## config.mk

```make
export PLATFORM = sky130hd
export DESIGN_NAME = lsu_ctrl
export DESIGN_NICKNAME = d
export VERILOG_FILES = /design/src/rtl/lsu_ctrl.sv
export SDC_FILE = /design/constraint.sdc
export NUM_CORES = 1
export LEC_CHECK = 0
export CAP_MARGIN = 0
export CORE_UTILIZATION = 40
export CTS_CLUSTER_SIZE = 28
export DETAILED_ROUTE_END_ITERATION = 12
export GPL_ROUTABILITY_DRIVEN = 0
export PLACE_DENSITY = 0.88
export SETUP_SLACK_MARGIN = 0.4
export SLEW_MARGIN = 40
export SYNTH_ARGS = -nofsm -noshare
export SYNTH_HDL_FRONTEND = slang
export SYNTH_SLANG_ARGS = --single-unit
```

## constraint.sdc

```tcl
create_clock -name clk -period 3.2 [get_ports clk]
set_clock_uncertainty 0.1 [all_clocks]
set_input_delay 0.64 -clock clk [delete_from_list [all_inputs] [get_ports clk]]
set_output_delay 0.64 -clock clk [all_outputs]
set_load 0.01 [all_outputs]
```

## src/rtl/lsu_ctrl.sv

```systemverilog
// Load/store sequencing controller for the alu12 address path: one instruction at a time,
// address capture, memory request/ready handshake with watchdog, and a single RF write for loads.
module lsu_ctrl #(
   parameter int unsigned DW      = 32,
   parameter int unsigned TIMEOUT = 15
) (
   input  logic          clk,
   input  logic          reset,
   input  logic          start,
   input  logic [5:0]    opcode,
   input  logic [7:0]    sub_opcode_8bit,
   input  logic [DW-1:0] store_data,
   input  logic [11:0]   alu_result,
   input  logic          mem_ready,
   input  logic [DW-1:0] mem_rdata,
   output logic          enable_execute,
   output logic          mem_req,
   output logic          mem_we,
   output logic [11:0]   mem_addr,
   output logic [DW-1:0] mem_wdata,
   output logic          rf_we,
   output logic [DW-1:0] rf_wdata,
   output logic          busy,
   output logic          done,
   output logic          err
);

   localparam logic [2:0] S_IDLE = 3'd0;
   localparam logic [2:0] S_ADDR = 3'd1;
   localparam logic [2:0] S_REQ  = 3'd2;
   localparam logic [2:0] S_WB   = 3'd3;
   localparam logic [2:0] S_DONE = 3'd4;

   localparam logic [5:0] OP_LWI     = 6'b000010;
   localparam logic [5:0] OP_SWI     = 6'b001010;
   localparam logic [5:0] OP_TYPE_LS = 6'b011100;
   localparam logic [7:0] SUB_LW     = 8'b00000010;
   localparam logic [7:0] SUB_SW     = 8'b00001010;

   // Last watchdog value before abort: REQ lasts at most TIMEOUT cycles.
   localparam logic [7:0] WDOG_LAST = 8'(TIMEOUT - 1);

   logic [2:0] state;
   logic       is_store;
   logic       err_flag;
   logic [7:0] wdog;
   logic       dec_load;
   logic       dec_store;

   always_comb begin
      dec_load  = (opcode == OP_LWI) ||
                  ((opcode == OP_TYPE_LS) && (sub_opcode_8bit == SUB_LW));
      dec_store = (opcode == OP_SWI) ||
                  ((opcode == OP_TYPE_LS) && (sub_opcode_8bit == SUB_SW));
   end

   always_ff @(posedge clk) begin
      if (reset) begin
         state     <= S_IDLE;
         is_store  <= 1'b0;
         err_flag  <= 1'b0;
         wdog      <= '0;
         mem_addr  <= '0;
         mem_wdata <= '0;
         rf_wdata  <= '0;
      end else begin
         case (state)
            S_IDLE: begin
               if (start) begin
                  if (dec_load || dec_store) begin
                     state     <= S_ADDR;
                     is_store  <= dec_store;
                     mem_wdata <= store_data;
                  end else begin
                     state    <= S_DONE;
                     err_flag <= 1'b1;
                  end
               end
            end
            S_ADDR: begin
               mem_addr <= alu_result;
               wdog     <= '0;
               state    <= S_REQ;
            end
            S_REQ: begin
               // Ready takes priority over the watchdog in the final REQ cycle.
               if (mem_ready) begin
                  if (is_store) begin
                     state <= S_DONE;
                  end else begin
                     rf_wdata <= mem_rdata;
                     state    <= S_WB;
                  end
               end else if (wdog == WDOG_LAST) begin
                  err_flag <= 1'b1;
                  state    <= S_DONE;
               end else begin
                  wdog <= wdog + 8'd1;
               end
            end
            S_WB: begin
               state <= S_DONE;
            end
            S_DONE: begin
               err_flag <= 1'b0;
               state    <= S_IDLE;
            end
            default: begin
               state <= S_IDLE;
            end
         endcase
      end
   end

   assign enable_execute = (state == S_ADDR);
   assign mem_req        = (state == S_REQ);
   assign mem_we         = (state == S_REQ) && is_store;
   assign rf_we          = (state == S_WB);
   assign busy           = (state != S_IDLE);
   assign done           = (state == S_DONE);
   assign err            = (state == S_DONE) && err_flag;

endmodule

```

==> results.yml <==
outcome:
  outcome: "finished clean"
timing:
  slew_violations: 0
  worstMarginPinSlew_ns: 0.6043
  holdWs_ns: 0.3571
  period_minus_slack_ns: 2.705
  slew_headroom: 0.5929
  post-route-period-util: 0.8454
  setup_violations: 0
  rsz0062_at_grt: "no"
  fmax_mhz: 369.6
  hold_viol: 0
  setup_tns_ns: 0
clock_network:
  clk_pin_slew_ns: 0.09
  cts_buffer_depth: 2
  clk_latency_ns: 0.35
  cts_made_buffers: 9
  h-tree-depth: 3
  cts_tree: "built"
  cts-root-buf: "clkbuf_8"
  cts.sinks: 89
detailed_routing:
  wl_per_cell_um: 13.69
  post-route-drc-count: 0
  vias: 3440
  drt.antenna.violating_nets: 0
  firstDrtPassIters: 4
  dr.first_iter.drc_count: 111
  wl_mm: 9.584
  vias_per_cell: 4.914
floorplan:
  rows: 33
  die_y_um: 96.17
  die-area_sq_um: 9249
  die_w_um: 96.17
  initial_core_util: 0.4232
  core_area_sq_um: 8382
  ioPinCount: 177
final_layout:
  area_growth_pct: 58.94
  nets: 687
  antenna_cells: 0
  layout-drive-gt1-share: 0.05714
  fill_cells: 657
global_routing:
  grt_overflow: 0
  grt.total_usage: 0.2099
  grt_pass1_wl_mm: 14.81
  grt_pass1_vias: 3301
  antenna_found_initial: 1
  grt_start_max_net_pins: 56
logic_synthesis:
  syn_nets: 518
  synthCells: 422
  synth_edf_count: 0
  yosysSeqAreaShare: 0.5023
  async_reset_ff_frac: 0
  ys_warn_count: 0
  ys_ff_latch: 89
  syn_area_per_cell_sq_um: 8.406
  ys_types: 37
  synth_area_sq_um: 3547
  ys.flop_type: "dfxtp_1"
hold_path:
  hold_class: "reg2reg"
  whs_path_depth: 2
critical_path:
  required_ns: 2.46
  start_kind: "flip-flop"
  worstPathMaxFanout: 10
  ff2ff_setup_slack_ns: 1.36
  critical_path_class: "reg2out"
  crit_arrival_ns: 1.97
  r2r_cells: 4
  end_kind: "primary output"
pwr:
  power.density_nw_per_um2: 387.3
  leakage_uw: 0.001951
  ir_worst_vdd_mv: 0.2276
flow_run:
  cap_violations: 0
placement:
  io_buffer_count: 176
  dp_hpwl_mm: 7.022
[layout make-up]
| cell class | count | area [sq um] | area share |
|---|---|---|---|
| clock buffers | 11 | 151.4 | 0.02685 |
| clock inverters | 4 | 76.32 | 0.01354 |
| inverters | 4 | 18.77 | 0.003329 |
| multi-input cells | 303 | 1635 | 0.2901 |
| flip-flops and latches | 89 | 1783 | 0.3162 |
| well taps | 105 | 131.4 | 0.02330 |
| repair buffers | 184 | 1842 | 0.3267 |
[cell usage in the layout (no fill, tap or decap), drive strengths merged, types with 3 or more instances in the layout]
cell / Yosys / layout
clkbuf: 23 / 11
or4: 4 / 4
xor2: 6 / 6
dfxtp: 89 / 89
buf: 3 / 9
a21oi: 48 / 48
o211ai: 4 / 4
nor4: 3 / 3
and3: 4 / 4
o21ai: 3 / 3
nand2: 156 / 156
nor2: 9 / 9
nand4: 3 / 3
and2: 3 / 3
nor3b: 4 / 4
clkdlybuf4s50: 0 / 175
mux2i: 33 / 33
[flip-flops by register name, indices dropped and copies added, names as in the netlist]
name and cells:
mem_wdata 32, rf_wdata 32, mem_addr 12, wdog 8, state 3, err_flag 1, is_store 1
[cell families (layout without fill, tap and decap cells)]
| kind of cell | after synthesis | after routing | share of synthesized area |
|---|---|---|---|
| AO/OA/AOI/OAI | 61 | 61 | 0.09559 |
| XOR/XNOR | 6 | 6 | 0.01481 |
| AND/OR/NAND/NOR | 201 | 201 | 0.2490 |
| flip-flops | 89 | 89 | 0.5023 |
| buffers and inverters | 30 | 203 | 0.03809 |
| multiplexers | 33 | 33 | 0.09312 |
| adder cells (fa/ha/maj) | 2 | 2 | 0.007054 |
[per-layer routing]
| layer | routed length, um | GRT usage | share of wire | vias up |
|---|---|---|---|---|
| met5 | 9 | 0 | 0.00094 | - |
| met4 | 123 | 0.08085 | 0.013 | 2 |
| met3 | 1088 | 0.09321 | 0.11 | 14 |
| met2 | 4637 | 0.3712 | 0.48 | 138 |
| met1 | 3726 | 0.2168 | 0.39 | 1548 |
| li1 | - | - | - | 1738 |
[power breakdown]
part / leakage (uW) / switching [uW] / internal [uW]
sequential: 0.000718 / 7.89 / 1110
combinational: 0.00112 / 71.9 / 134
clock: 0.000112 / 376 / 479
total: 0.00195 / 456 / 1730
[worst paths after layout]
| kind | from | end |
|---|---|---|
| hold / removal | mem_addr[1]$_SDFFE_PP0P_ | mem_addr[1]$_SDFFE_PP0P_ |
| setup / recovery | state[2]$_SDFFE_PP0P_ | err |
| hold reg to reg | mem_addr[1]$_SDFFE_PP0P_ | mem_addr[1]$_SDFFE_PP0P_ |
| setup reg to reg | wdog[4]$_SDFFE_PP0P_ | state[2]$_SDFFE_PP0P_ |
[cell usage after synthesis, types with 4 or more instances]
cell | n | share of area
a21oi_1 | 47 | 0.066
and3_1 | 4 | 0.0071
clkbuf_1 | 23 | 0.024
dfxtp_1 | 89 | 0.50
mux2i_1 | 33 | 0.093
nand2_1 | 156 | 0.17
nor2_1 | 9 | 0.0095
nor3b_1 | 4 | 0.0085
o211ai_1 | 4 | 0.0085
xor2_1 | 6 | 0.015
[worst max-delay path, cell delays in order, from the launching register on]
cell	delay, ns
dfxtp_1	0.52
nor3b_1	0.39
and2_1	0.18
clkdlybuf4s50_1	0.53
[through the flow]
step	total power (uW)	setup slack, ns	std cells	util	instance area (sq um)
6_report	2184	0.4947	700	0.6726	5638
5_1_grt	2284	0.4177	700	0.6726	5638
4_1_cts	2207	0.4582	700	0.6720	5633
3_5_place_dp	1353	0.1708	684	0.6434	5393
3_3_place_gp	1348	0.2619	684	0.6434	5393
2_1_floorplan	1205	0.6742	422	-	3547
[what timing repair did]
item | in CTS | in global routing
endpoints found under the setup margin | 1 | 2
hold buffers | 0 | 0
hold endpoints to repair | 0 | 0
resized for setup | 2 | 1
setup buffers | 1 | 0
No activity file was read; power rests on OpenSTA's default activity.
